===== src/rtl/mac_pkg.sv =====
// Shared types and constants for the dot-product MAC slice.
package mac_pkg;

  localparam int OP_W      = 4;
  localparam int PROD_W    = 8;
  localparam int LEN_W_DEF = 4;
  localparam int ACC_W_DEF = 12;

  typedef enum logic [1:0] {
    IDLE,
    ACCUM,
    DONE
  } state_t;

endpackage


===== src/rtl/dot_product_accumulator_if.sv =====
// Burst control, operand stream and result stream
// of the dot-product accumulator.
interface dot_product_accumulator_if #(
  parameter int ACC_W = 12,
  parameter int LEN_W = 4
);

  logic             start;
  logic [LEN_W-1:0] len;
  logic             in_valid;
  logic             in_ready;
  logic [3:0]       a;
  logic [3:0]       b;
  logic             out_valid;
  logic             out_ready;
  logic [ACC_W-1:0] result;
  logic             overflow;
  logic             busy;

  modport master (
    output start, len,
    output in_valid, a, b,
    input  in_ready,
    input  out_valid, result, overflow,
    output out_ready,
    input  busy
  );

  modport slave (
    input  start, len,
    input  in_valid, a, b,
    output in_ready,
    output out_valid, result, overflow,
    input  out_ready,
    output busy
  );

endinterface


===== src/rtl/array_multiplier.sv =====
// 4x4 unsigned combinational multiplier built from
// AND-gated partial products.
module array_multiplier
  import mac_pkg::*;
(
  input  logic [OP_W-1:0]   a,
  input  logic [OP_W-1:0]   b,
  output logic [PROD_W-1:0] p
);

  always_comb begin
    p = '0;
    for (int i = 0; i < OP_W; i++) begin
      if (b[i]) begin
        p = p + (PROD_W'(a) << i);
      end
    end
  end

endmodule


===== src/rtl/dot_product_accumulator.sv =====
// Burst MAC: registered product feeding a wide
// accumulator, with valid/ready on both sides.
module dot_product_accumulator
  import mac_pkg::*;
#(
  parameter int ACC_W = ACC_W_DEF,
  parameter int LEN_W = LEN_W_DEF
) (
  input logic clk,
  input logic rst,
  dot_product_accumulator_if.slave bus
);

  state_t             state;
  logic [LEN_W-1:0]   remaining;
  logic [PROD_W-1:0]  prod_c;
  logic [PROD_W-1:0]  prod_q;
  logic               prod_v;
  logic [ACC_W-1:0]   acc;
  logic [ACC_W:0]     sum;
  logic               hs;
  logic               in_ready_q;
  logic               out_valid_q;
  logic               ovf_q;
  logic               busy_q;

  array_multiplier u_mul (
    .a (bus.a),
    .b (bus.b),
    .p (prod_c)
  );

  assign hs  = bus.in_valid & in_ready_q;
  assign sum = {1'b0, acc} + (ACC_W+1)'(prod_q);

  assign bus.in_ready  = in_ready_q;
  assign bus.out_valid = out_valid_q;
  assign bus.result    = acc;
  assign bus.overflow  = ovf_q;
  assign bus.busy      = busy_q;

  always_ff @(posedge clk or posedge rst) begin
    if (rst) begin
      state       <= IDLE;
      remaining   <= '0;
      prod_q      <= '0;
      prod_v      <= 1'b0;
      acc         <= '0;
      in_ready_q  <= 1'b0;
      out_valid_q <= 1'b0;
      ovf_q       <= 1'b0;
      busy_q      <= 1'b0;
    end else begin
      unique case (state)
        IDLE: begin
          if (bus.start) begin
            acc    <= '0;
            ovf_q  <= 1'b0;
            busy_q <= 1'b1;
            if (bus.len != '0) begin
              remaining  <= bus.len;
              in_ready_q <= 1'b1;
              state      <= ACCUM;
            end else begin
              out_valid_q <= 1'b1;
              state       <= DONE;
            end
          end
        end
        ACCUM: begin
          prod_v <= hs;
          if (hs) begin
            prod_q    <= prod_c;
            remaining <= remaining - 1'b1;
            if (remaining == LEN_W'(1)) begin
              in_ready_q <= 1'b0;
            end
          end
          if (prod_v) begin
            acc   <= sum[ACC_W-1:0];
            ovf_q <= ovf_q | sum[ACC_W];
          end
          // exit only after the last product has landed in acc
          if (remaining == '0 && !prod_v) begin
            out_valid_q <= 1'b1;
            state       <= DONE;
          end
        end
        DONE: begin
          if (bus.out_ready) begin
            out_valid_q <= 1'b0;
            busy_q      <= 1'b0;
            state       <= IDLE;
          end
        end
        default: state <= IDLE;
      endcase
    end
  end

endmodule


===== src/flat_wrapper.sv =====
// flat-port wrapper written by rule: the top's interface ports become plain ports
module dot_product_accumulator_flat import mac_pkg::*;
#(
  parameter int ACC_W = ACC_W_DEF,
  parameter int LEN_W = LEN_W_DEF
)
  (clk, rst, bus_start, bus_len, bus_in_valid, bus_a, bus_b, bus_in_ready, bus_out_valid, bus_result, bus_overflow, bus_out_ready, bus_busy);
  dot_product_accumulator_if #(.ACC_W(ACC_W), .LEN_W(LEN_W)) bus_i ();
  input logic clk;
  input logic rst;
  input wire logic [$bits(bus_i.start)-1:0] bus_start;
  input wire logic [$bits(bus_i.len)-1:0] bus_len;
  input wire logic [$bits(bus_i.in_valid)-1:0] bus_in_valid;
  input wire logic [$bits(bus_i.a)-1:0] bus_a;
  input wire logic [$bits(bus_i.b)-1:0] bus_b;
  output wire logic [$bits(bus_i.in_ready)-1:0] bus_in_ready;
  output wire logic [$bits(bus_i.out_valid)-1:0] bus_out_valid;
  output wire logic [$bits(bus_i.result)-1:0] bus_result;
  output wire logic [$bits(bus_i.overflow)-1:0] bus_overflow;
  input wire logic [$bits(bus_i.out_ready)-1:0] bus_out_ready;
  output wire logic [$bits(bus_i.busy)-1:0] bus_busy;
  assign bus_i.start = bus_start;
  assign bus_i.len = bus_len;
  assign bus_i.in_valid = bus_in_valid;
  assign bus_i.a = bus_a;
  assign bus_i.b = bus_b;
  assign bus_in_ready = bus_i.in_ready;
  assign bus_out_valid = bus_i.out_valid;
  assign bus_result = bus_i.result;
  assign bus_overflow = bus_i.overflow;
  assign bus_i.out_ready = bus_out_ready;
  assign bus_busy = bus_i.busy;
  dot_product_accumulator #(.ACC_W(ACC_W), .LEN_W(LEN_W)) u_core (.clk(clk), .rst(rst), .bus(bus_i));
endmodule

===== config.mk =====
export PLATFORM = sky130hd
export DESIGN_NAME = dot_product_accumulator_flat
export DESIGN_NICKNAME = d
export VERILOG_FILES = /design/src/rtl/mac_pkg.sv /design/src/rtl/dot_product_accumulator_if.sv /design/src/rtl/array_multiplier.sv /design/src/rtl/dot_product_accumulator.sv /design/src/flat_wrapper.sv
export SDC_FILE = /design/constraint.sdc
export NUM_CORES = 1
export LEC_CHECK = 0
export BUFFER_PORTS_ARGS = -buffer_cell sky130_fd_sc_hd__buf_2
export CAP_MARGIN = 40
export CORE_MARGIN = 4
export CORE_UTILIZATION = 40
export CTS_CLUSTER_SIZE = 25
export DETAILED_ROUTE_END_ITERATION = 10
export PLACE_DENSITY = 0.64
export RECOVER_POWER = 50
export SYNTH_ARGS = -nofsm -noshare
export SYNTH_HDL_FRONTEND = slang
export SYNTH_SLANG_ARGS = --single-unit

===== constraint.sdc =====
create_clock -name clk -period 1.7 [get_ports clk]
set_input_delay 0.425 -clock clk [delete_from_list [all_inputs] [get_ports clk]]
set_output_delay 0.425 -clock clk [all_outputs]
set_load 0.01 [all_outputs]

# --- After elaboration in Yosys (flattened, before gate mapping) ---
# Cells that the tools add are included.
word_totals:
  ff_bits: 31
  in_bits: 17
  elab_cells: 73
classes:
  addsub: 5
  eq_ne: 11
  muxes: 31
  bitwise_logic: 2
  n_reduce_logical: 15
op_table:
  columns: ["cell", "n"]
  rows:
  - ["12-bit two-way mux", 2]
  - ["8-bit two-way mux", 3]
  - ["12-bit one-hot mux with 2 select lines", 1]
  - ["4-bit two-way mux", 4]
  - ["12-bit by 8-bit adder with 13-bit output", 1]
  - ["1-bit two-way mux", 11]
  - ["2-bit by 1-bit != test with 1-bit output, second input constant", 5]
  - ["5-bit AND reduction", 2]
  - ["3-bit AND reduction", 3]
  - ["8-bit by 5-bit adder with 8-bit output", 1]
  - ["8-bit by 6-bit adder with 8-bit output", 1]
  - ["8-bit by 7-bit adder with 8-bit output", 1]
  - ["2-bit two-way mux", 4]
  - ["4-bit one-hot mux with 2 select lines", 1]
  - ["2-bit != test, second input constant", 3]
  - ["1-bit one-hot mux with 2 select lines", 3]
  - ["2-bit one-hot mux with 3 select lines", 1]
  - ["4-bit by 1-bit == test with 1-bit output, second input constant", 1]
  - ["4-bit zero test", 1]
  - ["4-bit AND reduction", 1]
  - ["2-bit nonzero test", 2]
  - ["4-bit nonzero test", 1]
  - ["4-bit by 1-bit subtractor with 4-bit output, second input constant", 1]
  - ["1-bit one-hot mux with 3 select lines", 1]
  - ["9 further kinds", 9]

# --- Logic depth before layout (Yosys ltp) ---
# Gate-level depths: netlist (run 1).
depth:
  ltp_word: 7
  ltp_mapped: 20

# --- Modules after synthesis ---
# A second synthesis (run 1) with hierarchy kept.
hier_totals:
  hier_cells: 247
  area_unflattened_um2: 2336.0
modules_own_cells:
  columns: ["module", "n_inst", "cells_per_inst", "area_per_inst_um2", "seq_area_each_um2"]
  rows:
  - ["dot_product_accumulator", 1, 178, 1773.0, 775.7]
  - ["array_multiplier", 1, 69, 563.0, 0.0]

# --- Worst setup path before layout (run 1) ---
# OpenSTA, ideal clock, no wires.
synth_path:
  path_kind: "input -> register"
  startpoint: "input port bus_b[0]"
  endpoint: "register u_core.prod_q[6]"
  setup_ps: 126
  t_arrival_ps: 3485
  t_required_ps: 1574
  slack_ps: -1911
  path_stages: 20
  path_buffers: 0
  cell_sequence: "and2_1 -> ha_1 -> inv_1 -> fa_1 -> xnor2_1 -> nand2_1 -> xnor2_1 -> inv_1 -> ha_1 -> a21o_1 -> a21oi_1 -> xnor2_1 -> nand2_1 -> nand2_1 -> ha_1 -> a21oi_1 -> nand2_1 -> xor2_1 -> and3_1 -> a221o_1"
synth_via:
  elab_chain_cells: 7
synth_rtl:
  columns: ["item", "line", "source"]
  rows:
  - ["start: declaration", "flat_wrapper.sv:15", "input wire logic [$bits(bus_i.b)-1:0] bus_b;"]
  - ["4-bit two-way mux (*)", "array_multiplier.sv:14", "if (b[i]) begin"]
  - ["8-bit by 5-bit adder with 8-bit output", "array_multiplier.sv:15", "p = p + (PROD_W'(a) << i);"]
  - ["8-bit two-way mux (*)", "array_multiplier.sv:14", null]
  - ["8-bit by 6-bit adder with 8-bit output", "array_multiplier.sv:15", null]
  - ["8-bit two-way mux (*)", "array_multiplier.sv:14", null]
  - ["8-bit by 7-bit adder with 8-bit output", "array_multiplier.sv:15", null]
  - ["8-bit two-way mux (*)", "array_multiplier.sv:14", null]
  - ["end signal: assignment", "dot_product_accumulator.sv:73", "prod_q <= prod_c;"]
  - ["end: declaration", "dot_product_accumulator.sv:17", "logic [PROD_W-1:0] prod_q;"]
# Every way passes the cells marked *; elsewhere a longest branch is shown, timed or not.
# A chain may end at the register's enable or synchronous reset.

# --- Final worst setup path (run 1) ---
# Same ends and word-level chain as after synthesis.

==> reports/metrics.yaml, run 1 <==
outcome:
  outcome: "complete, but fails checks"
  failed_checks: "negative setup slack"
routing:
  totalWireLength_mm: 5.67
  avgViaCountPerCell: 5.05
  drc: 0
  vias: 2091
  number_of_drc_markers_after_the_initial_detailed_route_iteration: 27
  first_drt_pass_iteration_count: 4
  drt.antenna.violating_nets: 0
  drt-wirelength-per-cell_um: 13.7
layout:
  fin_area_mm2: 0.00342
  area_taken_by_multi_input_logic_gates_mm2: 0.00173
  insertedDiodeCount: 0
  register_area_um2: 779
  final_net_count: 384
  stdcell_count: 414
  post_route_cells_drive_above_1_share_pct: 48.2
  area_growth_from_synthesis_to_layout_pct: 52.4
  fill_cells: 492
worst_setup_path:
  worst-path-stages: 21
  ordered_list_of_cells_on_the_worst_path: "buf_6 -> and2_4 -> ha_4 -> inv_2 -> fa_2 -> xnor2_2 -> nand2_2 -> xnor2_2 -> inv_1 -> ha_1 -> a21o_1 -> a21oi_2 -> xnor2_1 -> nand2_1 -> nand2_2 -> ha_4 -> a21oi_2 -> nand2_1 -> xor2_1 -> and3_1 -> a221o_1"
  crit_path_max_incr_delay_ps: 370
  worstSetupEndpoint: "u_core.prod_q[6]"
  crit_required_ps: 1860
  worstSetupStartpointType: "primary input"
  r2r_cells: 7
  reg2reg_to: "u_core.bus.overflow"
  startpoint_of_the_most_critical_setup_path: "bus_b[0]"
  cp-end-kind: "register"
  path_max_fanout: 2
  critical-path-slowest-cell: "fa_2"
  cp.arrival_ps: 3460
  worst-r2r-setup-slack_ps: -80
  path_buf_inv: 3
  critical_path.reg2reg.startpoint: "u_core.prod_q[0]"
  kind_of_cell_adding_the_most_delay_to_the_critical_path: "adder cells"
  timing.setup.critical_path_class: "primary input to register"
place:
  post_dp_cell_area_mm2: 0.00299
  dp_cells: 395
  routabilityCongestion: 0.767
  port_buffers: 32
  dp_hpwl_mm: 4.16
floorplan:
  core_region_area_mm2: 0.00547
  initial_utilization_pct: 41.0
  die_x_um: 82.9
  fp.dieArea_mm2: 0.00687
  top_level_ports: 33
  row_count: 27
  die_h_um: 82.9
pwr:
  power.density_cell_area_mw_per_mm2: 1320
  p_leak_nw: 1.64
  maximum_ir_drop_on_the_vdd_rail_mv: 0.562
global_route:
  grt_first_pass_wirelength_mm: 9.47
  antenna_found_initial: 0
  grtUsageTotal_pct: 16.6
  largest_net_degree_at_the_start_of_global_routing: 32
  number_of_global_route_vias_before_repair: 2106
  globalRouteOverflowTotal: 0
timing:
  slew_headroom_pct: 47.5
  setup_slack_ps: -1600
  timing.hold.ws_ps: 357
  timing.fmax_mhz: 303
  rsz0062_at_grt: "yes"
  report.final.setup_viol: 12
  layout_min_cycle_time_ps: 3300
  hold_viol_final: 0
  timing.final.crit_share_pct: 194
  timing.clock.skew_ps: 10.1
  worst_pin_slew_ps: 787
  slew_violations: 0
yosys:
  synth_nets: 282
  synthMostInstantiatedCell: "nand2_1"
  post_synth_main_area_contributors: "dfrtp_1 35%, ha_1 12%, nand2_1 5.7%"
  ys_seq_area_share_pct: 34.6
  ys_seq_elements: 31
  async_reset_ff_share_pct: 100
  synth_common_cells: "34 x nand2_1, 31 x dfrtp_1, 22 x ha_1"
  netlist.area_leader.share_pct: 34.6
  synth_cells: 239
  netlist.top_cell.by_area: "dfrtp_1"
  synthesis.yosys.warnings: 0
  mean_post_synth_cell_area_um2: 9.39
  mappedNetlistArea_mm2: 0.00224
  synth_cell_types: 48
  synth_edf_count: 0
  commonest_register_cell_after_synthesis: "dfrtp_1"
clocking:
  clkTransAtPathRegs_ps: 70
  tritoncts.num_buffers: 5
  cts.root.buffer_cell: "clkbuf_8"
  holdBufCountCts: 0
  clock_insertion_delay_worst_skew_ps: 280
  ctsLongestPathBuffers: 2
  cts_htree_levels: 2
  tritoncts: "built"
  cts.sink_count: 31
run:
  cap_viol_max_count: 0
worst_hold_path:
  worst_hold_class: "primary input to async pin"
## layer usage
metal	vias up	global-route usage, %	share of wire, %
met5	-	0	0
met4	0	5.94	1.9
met3	9	3.17	2.4
met2	31	29.1	51
met1	986	20.2	45
li1	1065	-	-
## worst min-delay path by stage
| stage | from | to | slack (ps) | depth (start not counted) |
|---|---|---|---|---|
| 4_1_cts | rst | u_core.state[1] | 230 | 3 |
| 3_3_place_gp | u_core.bus.overflow | u_core.bus.overflow | 470 | 1 |
| 6_report | rst | u_core.bus.busy | 360 | 3 |
| 5_1_grt | bus_out_ready | u_core.state[1] | 420 | 3 |
| 2_1_floorplan | u_core.prod_q[0] | u_core.prod_q[0] | 450 | 2 |
| 3_5_place_dp | u_core.bus.overflow | u_core.bus.overflow | 490 | 1 |
## registers in the layout, summed over array words and instances (netlist names)
signal                flops
u_core.bus.out_valid      1
u_core.prod_q             8
u_core.state              2
u_core.remaining          4
u_core.prod_v             1
u_core.bus.in_ready       1
u_core.bus.busy           1
u_core.bus.result        12
u_core.bus.overflow       1
## timing repair
item,CTS,global route
buffers inserted,11,3
gates resized for setup,28,23
endpoints found under the setup margin,14,19
pin swaps,33,18
## cell families (layout without fill, tap and decap cells)
group                    after synthesis  in the layout  share of synthesized area, %
AND/OR/NAND/NOR                       76             76                          17.6
AO/OA/AOI/OAI                         73             73                          21.5
flip-flops                            31             31                          34.6
adder cells (fa/ha/maj)               26             26                          15.8
buffers and inverters                 16            119                          3.57
XOR/XNOR                              12             12                          4.68
multiplexers                           5              5                          2.29
## tightest hold or removal path, stage by stage
cell and delay, ps:
buf_2 90, inv_1 40, clkbuf_2 610
## layout by cell type (no fill, tap or decap), types with 5 or more instances in the layout
cell / count
a21oi_2: 6
a21oi_1: 9
nand2_1: 31
nor2_1: 10
clkbuf_8: 5
o21ai_0: 11
dfrtp_1: 28
buf_2: 30
ha_1: 10
o211ai_1: 5
ha_4: 10
a21o_1: 5
inv_1: 7
o21ai_1: 8
o21a_1: 6
buf_4: 67
## power breakdown
part	total (mW)	switching, mW	internal, mW
Sequential	1.28	0.263	1.02
Clock	0.567	0.282	0.286
Combinational	2.68	1.26	1.43
## metrics by stage
stage	setup TNS (ps)	util, %	setup slack [ps]	total power, mW
after detailed placement	-11130	54.5	-2050	3.51
after floorplan	-8030	-	-1800	2.63
after CTS	-7530	60.1	-1580	4.32
after global placement	-10280	54.5	-1970	3.44
after global routing	-9000	62.5	-1730	4.91
final	-7510	62.5	-1600	4.53
## final cells by class
type,count,area share (%)
clock buffer,6,2.12
inverter,9,0.988
multi-input combinational,192,50.5
clock inverter,2,0.366
timing repair buffer,102,20.6
sequential,31,22.8
tap,72,2.64
Note: power is estimated with default switching activity, not from simulation.
==> inputs of run 2 (changes only) <==
--- a/config.mk
+++ b/config.mk
@@ -8,10 +8,10 @@
 export BUFFER_PORTS_ARGS = -buffer_cell sky130_fd_sc_hd__buf_2
 export CAP_MARGIN = 40
 export CORE_MARGIN = 4
-export CORE_UTILIZATION = 40
+export CORE_UTILIZATION = 25
 export CTS_CLUSTER_SIZE = 25
 export DETAILED_ROUTE_END_ITERATION = 10
-export PLACE_DENSITY = 0.64
+export PLACE_DENSITY = 0.45
 export RECOVER_POWER = 50
 export SYNTH_ARGS = -nofsm -noshare
 export SYNTH_HDL_FRONTEND = slang
==> reports/metrics.yaml, run 2 (synthesized netlist as in run 1, its figures left out) <==
timing:
  setup-tns-final_ps: -7690
  setup_slack_ps: -1590
  timing.final.crit_share_pct: 193
  hold_viol_final: 0
  timing.hold.ws_ps: 387
  timing.fmax_mhz: 304
  slew_violations: 0
  layout_min_cycle_time_ps: 3290
  worst_pin_slew_ps: 851
  slew_headroom_pct: 43.3
  timing.clock.skew_ps: 7.36
  rsz0062_at_grt: "yes"
  report.final.setup_viol: 14
place:
  dp_hpwl_mm: 4.54
  detailedPlace.worstSlack_ps: -1980
  dp_cells: 430
  port_buffers: 32
  routabilityCongestion: 0.796
layout:
  fill_cells: 872
  mostFrequentLayoutCells: "68 x buf_4, 33 x nand2_1, 30 x buf_2, 30 x dfrtp_1, 12 x ha_1"
  largest_reg_flops: 12
  final_common_cell: "buf_4"
  insertedDiodeCount: 0
  register_area_um2: 777
  area_taken_by_multi_input_logic_gates_mm2: 0.00164
  post_route_cells_drive_above_1_share_pct: 45.8
  stdcell_count: 455
  area_growth_from_synthesis_to_layout_pct: 52.6
  final_net_count: 389
worst_setup_path:
  cp-end-kind: "register"
  reg2reg_to: "u_core.bus.overflow"
  crit_path_frequent_cell: "nand2_1"
  worstSetupEndpoint: "u_core.prod_q[6]"
  kind_of_cell_adding_the_most_delay_to_the_critical_path: "adder cells"
  timing.setup.critical_path_class: "primary input to register"
  critical_path.reg2reg.startpoint: "u_core.prod_q[0]"
  startpoint_of_the_most_critical_setup_path: "bus_b[0]"
  cp.arrival_ps: 3450
  worst-path-stages: 21
  critical-path-slowest-cell: "fa_2"
  crit_path_max_incr_delay_ps: 380
  path_buf_inv: 3
  ordered_list_of_cells_on_the_worst_path: "buf_6 -> and2_4 -> ha_4 -> inv_2 -> fa_2 -> xnor2_1 -> nand2_1 -> xnor2_2 -> inv_1 -> ha_1 -> a21o_1 -> a21oi_2 -> xnor2_1 -> nand2_1 -> nand2_2 -> ha_4 -> a21oi_2 -> nand2_1 -> xor2_1 -> and3_1 -> a221o_1"
  crit_required_ps: 1860
  worst-r2r-setup-slack_ps: -130
  worstSetupStartpointType: "primary input"
  path_max_fanout: 2
  r2r_cells: 7
worst_hold_path:
  worst_hold_class: "primary input to async pin"
routing:
  vias: 2119
  first_drt_pass_iteration_count: 4
  drt.antenna.violating_nets: 0
  drt-wirelength-per-cell_um: 13.2
  avgViaCountPerCell: 4.66
  number_of_drc_markers_after_the_initial_detailed_route_iteration: 46
  drc: 0
  totalWireLength_mm: 6.01
global_route:
  grt_first_pass_wirelength_mm: 10.1
  number_of_global_route_vias_before_repair: 2185
  globalRouteOverflowTotal: 0
  largest_net_degree_at_the_start_of_global_routing: 32
  antenna_found_initial: 0
  grtUsageTotal_pct: 12.2
floorplan:
  fp.dieArea_mm2: 0.0106
  row_count: 34
  core_region_area_mm2: 0.00872
  top_level_ports: 33
  initial_utilization_pct: 25.7
  die_x_um: 103
  die_h_um: 103
pwr:
  p_leak_nw: 1.65
  fin_total_pwr_mw: 4.53
  maximum_ir_drop_on_the_vdd_rail_mv: 0.399
  power.density_cell_area_mw_per_mm2: 1320
run:
  cap_viol_max_count: 0
clocking:
  cts.root.buffer_cell: "clkbuf_8"
  clkTransAtPathRegs_ps: 70
  cts.sink_count: 31
  cts_htree_levels: 2
  clock_insertion_delay_worst_skew_ps: 280
  tritoncts: "built"
  tritoncts.num_buffers: 5
  holdBufCountCts: 0
  ctsLongestPathBuffers: 2
outcome:
  failed_checks: "negative setup slack"
  outcome: "complete, but fails checks"
==> run 2: layout make-up <==
| cell class | count | area share (%) |
|---|---|---|
| clock buffer | 7 | 2.23 |
| tap | 108 | 3.95 |
| multi-input combinational | 192 | 47.9 |
| clock inverter | 1 | 0.146 |
| sequential | 31 | 22.7 |
| timing repair buffer | 107 | 22.1 |
| inverter | 9 | 0.987 |
==> run 2: what timing repair did <==
action                                 4_1_cts  5_1_grt
setup buffers                               14        5
setup endpoints to repair                   14       19
endpoints found under the hold margin        0        0
pin swaps                                   30       11
gates resized for setup                     26       14
==> run 2: where the power goes <==
part	switching [mW]	internal, mW
registers	0.234	1.01
clock network	0.282	0.287
logic	1.24	1.47
total	1.76	2.77
==> run 2: how the worst min path moves through the flow <==
stage / from / to
after floorplan: u_core.prod_q[0] / u_core.prod_q[0]
after global placement: u_core.bus.overflow / u_core.bus.overflow
after detailed placement: u_core.bus.overflow / u_core.bus.overflow
after CTS: rst / u_core.state[1]
after global routing: bus_b[3] / u_core.prod_q[7]
final: rst / u_core.remaining[0]
==> run 2: through the flow <==
stage	instance area, um^2	util [%]
after floorplan	2340	-
after global placement	3040	34.8
after detailed placement	3040	34.8
after CTS	3340	38.4
after global routing	3420	39.3
final	3420	39.3
==> run 2: per-layer routing <==
| metal | vias up | global-route usage (%) | share of wire, % |
|---|---|---|---|
| met5 | - | 0 | 0 |
| met4 | 0 | 3.88 | 1.4 |
| met3 | 6 | 2.17 | 3.2 |
| met2 | 27 | 21.5 | 50 |
| met1 | 1012 | 15.0 | 45 |
| li1 | 1074 | - | - |
==> run 2: tightest hold or removal path, cell delays in order <==
cell and delay [ps]:
buf_2 90, inv_1 40, clkbuf_2 650
